===== src/rtl/bec_slave_if_if.sv =====
// Controller<->BEC bus: operand write channel, run request, serial key handshake and result return.
interface bec_slave_if_if #(
  parameter int unsigned W = 163
);
  logic         load_data;
  logic         trigLoad;
  logic [2:0]   load_status;
  logic [W-1:0] data_in;
  logic         master_ena_proc;
  logic         ki;
  logic         next_key;
  logic         slv_done;
  logic [3:0]   becStatus;
  logic [W-1:0] data_out;

  modport master (
    output load_data, trigLoad, load_status, data_in, master_ena_proc, ki,
    input  next_key, slv_done, becStatus, data_out
  );

  modport slave (
    input  load_data, trigLoad, load_status, data_in, master_ena_proc, ki,
    output next_key, slv_done, becStatus, data_out
  );
endinterface


===== src/rtl/bec_slave_if.sv =====
// BEC-side bus endpoint: captures six operands, streams the key bit-serially into the
// ladder core, and returns the core result to the controller.
module bec_slave_if #(
  parameter int unsigned W        = 163,
  parameter int unsigned KEY_BITS = 163
) (
  input  logic         clk,
  input  logic         rst,
  bec_slave_if_if.slave bus,
  output logic [W-1:0] op_w1,
  output logic [W-1:0] op_z1,
  output logic [W-1:0] op_w2,
  output logic [W-1:0] op_z2,
  output logic [W-1:0] op_inv_w0,
  output logic [W-1:0] op_d,
  output logic         core_init,
  output logic         core_step,
  output logic         core_bit,
  input  logic         core_step_done,
  input  logic         core_done,
  input  logic [W-1:0] core_result
);
  localparam int unsigned CW = $clog2(KEY_BITS + 1);

  typedef enum logic [3:0] {
    IDLE  = 4'h0,
    LOAD  = 4'h1,
    ARM   = 4'h2,
    KEY   = 4'h3,
    KWAIT = 4'h4,
    CORE  = 4'h5,
    DONE  = 4'h6,
    ERR   = 4'hF
  } state_t;

  state_t        state_q, state_d;
  logic [CW-1:0] cnt_q, cnt_d;
  logic [5:0]    mask_q, mask_d;
  logic [W-1:0]  op_reg_q [6];
  logic [W-1:0]  op_reg_d [6];
  logic          trig_q, ld_q;
  logic          next_key_q, next_key_d;
  logic          core_init_q, core_init_d;
  logic          core_step_q, core_step_d;
  logic          core_bit_q, core_bit_d;
  logic          slv_done_q, slv_done_d;
  logic [W-1:0]  data_out_q, data_out_d;
  logic          trig_edge, ld_rise, capture, abort;

  always_comb begin
    trig_edge = bus.trigLoad & ~trig_q;
    ld_rise   = bus.load_data & ~ld_q;
    capture   = (state_q == LOAD) && trig_edge && bus.load_data && (bus.load_status <= 3'd5);
    abort     = !bus.master_ena_proc &&
                ((state_q == ARM) || (state_q == KEY) || (state_q == KWAIT) || (state_q == CORE));
  end

  always_comb begin
    state_d    = state_q;
    cnt_d      = cnt_q;
    mask_d     = mask_q;
    op_reg_d   = op_reg_q;
    slv_done_d = slv_done_q;
    data_out_d = data_out_q;

    for (int unsigned i = 0; i < 6; i++) begin
      if (capture && (bus.load_status == 3'(i))) begin
        op_reg_d[i] = bus.data_in;
        mask_d[i]   = 1'b1;
      end
    end

    // Abort outranks any same-cycle core_step_done/core_done.
    if (abort) begin
      state_d = IDLE;
      mask_d  = '0;
    end else begin
      case (state_q)
        IDLE: if (ld_rise) begin
          state_d    = LOAD;
          slv_done_d = 1'b0;
          data_out_d = '0;
          mask_d     = '0;
        end
        LOAD: if (bus.master_ena_proc) begin
          state_d = (mask_q == 6'h3F) ? ARM : ERR;
        end
        ARM: begin
          cnt_d   = '0;
          state_d = KEY;
        end
        KEY: state_d = KWAIT;
        KWAIT: if (core_step_done) begin
          cnt_d   = cnt_q + 1'b1;
          state_d = (cnt_q == CW'(KEY_BITS - 1)) ? CORE : KEY;
        end
        CORE: if (core_done) begin
          data_out_d = core_result;
          slv_done_d = 1'b1;
          state_d    = DONE;
        end
        DONE: if (ld_rise) begin
          state_d    = LOAD;
          slv_done_d = 1'b0;
          mask_d     = '0;
        end
        ERR: begin
          slv_done_d = 1'b0;
          if (!bus.master_ena_proc) state_d = IDLE;
        end
        default: state_d = IDLE;
      endcase
    end

    // Pulses are registered from the next state so they line up with the KEY/ARM cycle.
    next_key_d  = (state_d == KEY);
    core_step_d = (state_d == KEY);
    core_init_d = (state_d == ARM);
    core_bit_d  = (state_d == KEY) ? bus.ki : core_bit_q;
  end

  always_ff @(posedge clk or posedge rst) begin
    if (rst) begin
      state_q     <= IDLE;
      cnt_q       <= '0;
      mask_q      <= '0;
      trig_q      <= 1'b0;
      ld_q        <= 1'b0;
      next_key_q  <= 1'b0;
      core_init_q <= 1'b0;
      core_step_q <= 1'b0;
      core_bit_q  <= 1'b0;
      slv_done_q  <= 1'b0;
      data_out_q  <= '0;
      for (int unsigned i = 0; i < 6; i++) op_reg_q[i] <= '0;
    end else begin
      state_q     <= state_d;
      cnt_q       <= cnt_d;
      mask_q      <= mask_d;
      trig_q      <= bus.trigLoad;
      ld_q        <= bus.load_data;
      next_key_q  <= next_key_d;
      core_init_q <= core_init_d;
      core_step_q <= core_step_d;
      core_bit_q  <= core_bit_d;
      slv_done_q  <= slv_done_d;
      data_out_q  <= data_out_d;
      op_reg_q    <= op_reg_d;
    end
  end

  assign bus.next_key  = next_key_q;
  assign bus.slv_done  = slv_done_q;
  assign bus.becStatus = state_q;
  assign bus.data_out  = data_out_q;
  assign core_init     = core_init_q;
  assign core_step     = core_step_q;
  assign core_bit      = core_bit_q;
  assign op_w1         = op_reg_q[0];
  assign op_z1         = op_reg_q[1];
  assign op_w2         = op_reg_q[2];
  assign op_z2         = op_reg_q[3];
  assign op_inv_w0     = op_reg_q[4];
  assign op_d          = op_reg_q[5];
endmodule


===== src/flat_wrapper.sv =====
// flat-port wrapper written by rule: the top's interface ports become plain ports
module bec_slave_if_flat 
#(
  parameter int unsigned W        = 163,
  parameter int unsigned KEY_BITS = 163
)
  (clk, rst, op_w1, op_z1, op_w2, op_z2, op_inv_w0, op_d, core_init, core_step, core_bit, core_step_done, core_done, core_result, bus_load_data, bus_trigLoad, bus_load_status, bus_data_in, bus_master_ena_proc, bus_ki, bus_next_key, bus_slv_done, bus_becStatus, bus_data_out);
  bec_slave_if_if #(.W(W)) bus_i ();
  input  logic clk;
  input  logic rst;
  output logic [W-1:0] op_w1;
  output logic [W-1:0] op_z1;
  output logic [W-1:0] op_w2;
  output logic [W-1:0] op_z2;
  output logic [W-1:0] op_inv_w0;
  output logic [W-1:0] op_d;
  output logic core_init;
  output logic core_step;
  output logic core_bit;
  input  logic core_step_done;
  input  logic core_done;
  input  logic [W-1:0] core_result;
  input wire logic [$bits(bus_i.load_data)-1:0] bus_load_data;
  input wire logic [$bits(bus_i.trigLoad)-1:0] bus_trigLoad;
  input wire logic [$bits(bus_i.load_status)-1:0] bus_load_status;
  input wire logic [$bits(bus_i.data_in)-1:0] bus_data_in;
  input wire logic [$bits(bus_i.master_ena_proc)-1:0] bus_master_ena_proc;
  input wire logic [$bits(bus_i.ki)-1:0] bus_ki;
  output wire logic [$bits(bus_i.next_key)-1:0] bus_next_key;
  output wire logic [$bits(bus_i.slv_done)-1:0] bus_slv_done;
  output wire logic [$bits(bus_i.becStatus)-1:0] bus_becStatus;
  output wire logic [$bits(bus_i.data_out)-1:0] bus_data_out;
  assign bus_i.load_data = bus_load_data;
  assign bus_i.trigLoad = bus_trigLoad;
  assign bus_i.load_status = bus_load_status;
  assign bus_i.data_in = bus_data_in;
  assign bus_i.master_ena_proc = bus_master_ena_proc;
  assign bus_i.ki = bus_ki;
  assign bus_next_key = bus_i.next_key;
  assign bus_slv_done = bus_i.slv_done;
  assign bus_becStatus = bus_i.becStatus;
  assign bus_data_out = bus_i.data_out;
  bec_slave_if #(.W(W), .KEY_BITS(KEY_BITS)) u_core (.clk(clk), .rst(rst), .bus(bus_i), .op_w1(op_w1), .op_z1(op_z1), .op_w2(op_w2), .op_z2(op_z2), .op_inv_w0(op_inv_w0), .op_d(op_d), .core_init(core_init), .core_step(core_step), .core_bit(core_bit), .core_step_done(core_step_done), .core_done(core_done), .core_result(core_result));
endmodule

===== config.mk =====
export PLATFORM = sky130hd
export DESIGN_NAME = bec_slave_if_flat
export DESIGN_NICKNAME = d
export VERILOG_FILES = /design/src/rtl/bec_slave_if_if.sv /design/src/rtl/bec_slave_if.sv /design/src/flat_wrapper.sv
export SDC_FILE = /design/constraint.sdc
export NUM_CORES = 2
export LEC_CHECK = 0
export CORE_AREA = 3 3 584 586
export CTS_BUF_LIST = sky130_fd_sc_hd__clkbuf_4
export CTS_CLUSTER_DIAMETER = 200
export DETAILED_ROUTE_END_ITERATION = 10
export DIE_AREA = 0 0 587 589
export PLACE_DENSITY = 0.38
export SETUP_SLACK_MARGIN = 0.1
export SLEW_MARGIN = 20
export SYNTH_ARGS = -nofsm -noshare
export SYNTH_HDL_FRONTEND = slang
export SYNTH_SLANG_ARGS = --single-unit

===== constraint.sdc =====
create_clock -name clk -period 43.9 [get_ports clk]
set_input_delay 8.78 -clock clk [delete_from_list [all_inputs] [get_ports clk]]
set_output_delay 8.78 -clock clk [all_outputs]
set_load 0.03 [all_outputs]

======== Word level (Yosys, flattened, before mapping) ========
Index checks and enable logic that the tools add are counted.
storage, ports and cells
  bits in registers ....................... 1165
  output and inout bits ................... 1150
operators by class
  add/sub/neg operators ................... 1
  magnitude comparators ................... 1
  equality and inequality tests ........... 20
  mux-type cells .......................... 26
  bitwise logic cells ..................... 5
  reductions and logical operators ........ 23
operators with widths
  kind                   count
  $mux W163              2
  $pmux W163 S2          1
  $mux W4                7
  $pmux W4 S7            1
  $mux W6                3
  $eq A4 B2 Y1 const B   4
  $pmux W8 S2            1
  $eq A4 B3 Y1 const B   3
  $logic_and A1 B1 Y1    10
  $add A8 B1 Y8 const B  1
  $eq A8 B8 Y1 const B   1
  $mux W1                8
  $mux W8                1
  $reduce_and A4 Y1      2
  $eq A3 B2 Y1 const B   2
  $eq A3 B3 Y1 const B   2
  $eq A6 B6 Y1 const B   1
  $eq A4 B1 Y1 const B   1
  $eq A4 B4 Y1 const B   1
  $logic_not A4 Y1       1
  $ne A2 B1 Y1 const B   2
  $ne A2 B2 Y1 const B   2
  $reduce_bool A2 Y1     2
  $eq A3 B1 Y1 const B   1
  11 further kinds       16

======== Longest topological paths before layout ========
  depth after elaboration ................. 10
  gate-level depth with buffers ........... 9
  mapped depth without buffers ............ 8

======== Worst setup path after synthesis ========
OpenSTA, ideal clock, no wires.
  path kind ............................... input -> register
  start point ............................. in bus_trigLoad
  end point ............................... reg u_core.op_reg_q (netlist bit u_core.op_w2[100])
  arrival ................................. 10.099 ns
  slack ................................... 33.674 ns
  cell stages on the path ................. 7
  buffers on the path ..................... 2
  cells stage by stage .................... nor2b_1 > nand4_2 > nor3b_2 > and2b_1 > buf_2 > buf_4 > mux2_1
on the way
  longest elaborated chain between the ends .. 5
ends and longest elaborated chain
  what                               line                 source
  start, declared                    flat_wrapper.sv:24   input wire logic [$bits(bus_i.trigLoad)-1:0] bus_trigLoad;
  $and A1 B1 Y1                      bec_slave_if.sv:51   trig_edge = bus.trigLoad & ~trig_q;
  $logic_and A1 B1 Y1 (3 in series)  bec_slave_if.sv:53   capture = (state_q == LOAD) && trig_edge && bus.load_data && (bus.load_status <= 3'd5);
  $logic_and A1 B1 Y1                bec_slave_if.sv:67   if (capture && (bus.load_status == 3'(i))) begin
  end signal, assigned               bec_slave_if.sv:148  op_reg_q <= op_reg_d;
  end, declared                      bec_slave_if.sv:39   logic [W-1:0] op_reg_q [6];
No other way between the ends.
A chain may end at the register's enable or synchronous reset.

==> results.toml <==
[status]
status = "finished clean"

[critical_path]
crit_type = "in -> async"
cp_slowest_stage_delay_ns = 0.81
path_max_fanout = 79
crit_chain = "clkdlybuf4s50_1 > inv_8 > buf_4 > buf_4 > buf_4 > buf_4 > buf_4 > buf_4"
worstPathRequired_ns = 45.11
worst_path_most_repeated_cell = "buf_4"
r2r-end = "u_core.op_z1[77]"
rr_startpoint = "u_core.bus.becStatus[0]"
slowest_stage = "buf_4"
cp-start-kind = "input pin"
crit_arrival_ns = 14.15
worstSetupEndpointType = "async pin"
reg2reg_setup_slack_ns = 39.36
r2r_cells = 8

[logic_synthesis]
synth_nets = 3614
synth_seq_area_share = 0.6621
syn-cell-area_um2 = 44030
synth-edff-count = 0
synth.distinct_cells = 56
synthTopCellsByArea = "dfrtp_1 66%, mux2_1 12%, mux2_2 8.8%"
yosys_most_used_dff = "dfrtp_1"
synth_cells = 3275
async_reset_ff_frac = 1.000
ys_ff_latch = 1165
yosysWarnings = 0
synth_area_leader_cell = "dfrtp_1"
synth_top_area_frac = 0.6621
avgSynthCellArea_um2 = 13.44

[sta]
worst_pin_slew_ns = 1.068
fin_setup_tns_ns = 0
drv_slew = 0
hold_viol_final = 0
fin_crit_sh = 0.2947
min_period_ns = 12.94
setup_viol = 0
hold_ws_ns = 0.4725
skew_ns = 0.1482
max-slew-margin-rel = 0.2877
rsz0062_at_grt = "no"
max_freq_mhz = 77.29

[place]
dp_hpwl_um = 172100
placed_area_um2 = 64020
gp_congestion = 0.7968
portBuffers = 1486
placed_cells = 9140

[clocking]
cts_hold_buf = 0
clk_transition_reported_paths_ns = 0.06
cts_buffers = 358
root_buffer = "clkbuf_4"
clock_path_buffers = 4
cts.sinks = 1165
tritoncts = "yes"
htree_levels = 5
cts_resized = 0
postCtsSetupBuffers = 0
insertion_delay_ns = 1.31

[routing]
routed_wl_um = 231000
wl_per_cell_um = 23.64
drc = 0
drt_pass1_iterations = 5
dr_total_vias = 33480
drt_iter0_drc = 1332
viasPerCell = 3.425
ant_nets = 0

[floorplan]
die_w_um = 587
die_h_um = 589
fp-row-count = 213
coreArea_um2 = 336300
io_pins = 1487
initial_utilization = 0.1309
dieArea_um2 = 345700

[layout]
layout-drive-gt1-share = 0.1830
fin_nets = 5324
fin_area_um2 = 68560
instances_no_fill = 9773
area_delta_synth_final_pct = 55.71

[power]
switching_share = 0.3762
p_seq_frac = 0.375
p_int_uw = 2288
power_frac_clock = 0.298
combPwrFrac = 0.327
power.switching_uw = 1380
ir_drop_v = 0.00002365
powerDensity_nw_per_um2 = 53.49
power.leakage_uw = 0.03128

[global_route]
grt_use_total = 0.1293
grt_pass1_vias = 35450
antenna_found_initial = 60
grt_max_degree = 143
gr-total-overflow = 0
grt_pass1_wl_um = 312800

[hold_path]
hold_start = "u_core.op_w1[160]"
worstHoldPathCells = 2
whs_endpoint = "u_core.op_w1[160]"
hp-class = "reg -> reg"

[job]
maxCapViolations = 0
[worst max-delay path by stage]
stage	endpoint	slack, ns	depth (start not counted)	start
global route	u_core.op_w1[54]	30.38	8	rst
detailed placement	u_core.op_z2[17]	29.41	8	rst
global placement	u_core.op_w1[19]	29.50	8	rst
floorplan	u_core.bus.becStatus[0]	2.31	1	rst
CTS	u_core.op_w1[54]	30.94	8	rst
finish	u_core.op_w1[13]	30.96	8	rst
[cell usage in the layout (no fill, tap or decap), drive strengths merged, types with 2 or more instances in the layout]
cell,n
a21boi,4
nor3,4
xor2,3
nor2b,7
nand2b,5
o22ai,2
nor3b,3
clkdlybuf4s50,1485
nand2,834
o21bai,2
o211a,2
buf,50
bufinv,6
nand3,4
clkbuf,508
dfrtp,1165
o21a,3
nor2,19
clkinvlp,3
xnor2,2
o21ai,170
inv,18
nor4,2
clkinv,85
nand4,4
a21oi,6
ha,2
diode,22
and2,4
mux2,816
o211ai,2
[sequential cells by signal, indices dropped and copies added, names as in the netlist, 4 cells and up]
register              cells
u_core.cnt_q              8
u_core.op_w2            163
u_core.bus.data_out     163
u_core.op_inv_w0        163
u_core.op_d             163
u_core.bus.becStatus      4
u_core.op_z1            163
u_core.mask_q             6
u_core.op_w1            163
u_core.op_z2            163
[per-stage QoR]
step,power [uW],setup slack (ns),util
after floorplan,1964,2.306,-
after global placement,2611,29.50,0.1903
after detailed placement,2614,29.41,0.1903
after CTS,3760,30.94,0.2037
after global routing,3877,30.38,0.2037
final,3667,30.96,0.2038
[final cells by class]
type / instances / area, um^2
inverter: 9 / 41.29
fill: 36690 / 267800
sequential: 1165 / 29150
tap: 4515 / 5649
clock buffer: 508 / 3814
multi-input combinational: 1916 / 13890
clock inverter: 103 / 661.9
antenna: 22 / 55.05
timing repair buffer: 1535 / 15290
[metal layers]
metal  up-vias  track usage  routed length (um)
met5         -            0                  68
met4        10      0.04267                7032
met3       382      0.06389               26360
met2      1616       0.2085              106700
met1     16760       0.1488               90850
li1      14700            -                   -
[cell families after synthesis]
kind of cell             after synthesis  synth area share
AO/OA/AOI/OAI                        200           0.02444
XOR/XNOR                               5         0.0009948
adder cells (fa/ha/maj)                3         0.0008240
buffers and inverters                194           0.02367
flip-flops                          1165            0.6621
multiplexers                         816            0.2088
AND/OR/NAND/NOR                      892           0.07914
[critical path, delay by kind of cell]
family | cells | cell delay (ns)
buffers and inverters | 8 | 4.99
[synthesized netlist by cell type (2+ instances only)]
cell	instances
buf_1	13
inv_1	8
o211a_1	2
xor2_1	3
and2_1	4
nor4_1	2
nand4_1	3
a21oi_1	6
buf_6	11
nor3b_2	2
dfrtp_1	1165
xnor2_1	2
o21a_1	3
nand2_1	834
nor3_1	3
clkbuf_1	50
nor2b_1	5
buf_2	74
buf_4	37
mux2_2	344
nor2_1	18
nand2b_1	5
o22ai_1	2
ha_1	2
o21ai_0	170
a21boi_0	3
nand3_1	4
mux2_1	471
o211ai_1	2
[power by group through the flow]
stage | sequential, uW | combinational (uW) | clock, uW
finish | 1380 | 1200 | 1090
CTS | 1380 | 1220 | 1160
global route | 1400 | 1260 | 1210
global placement | 1390 | 1220 | 0
detailed placement | 1390 | 1220 | 0
floorplan | 1760 | 204 | 0
Power figures use the tool's default switching activity.
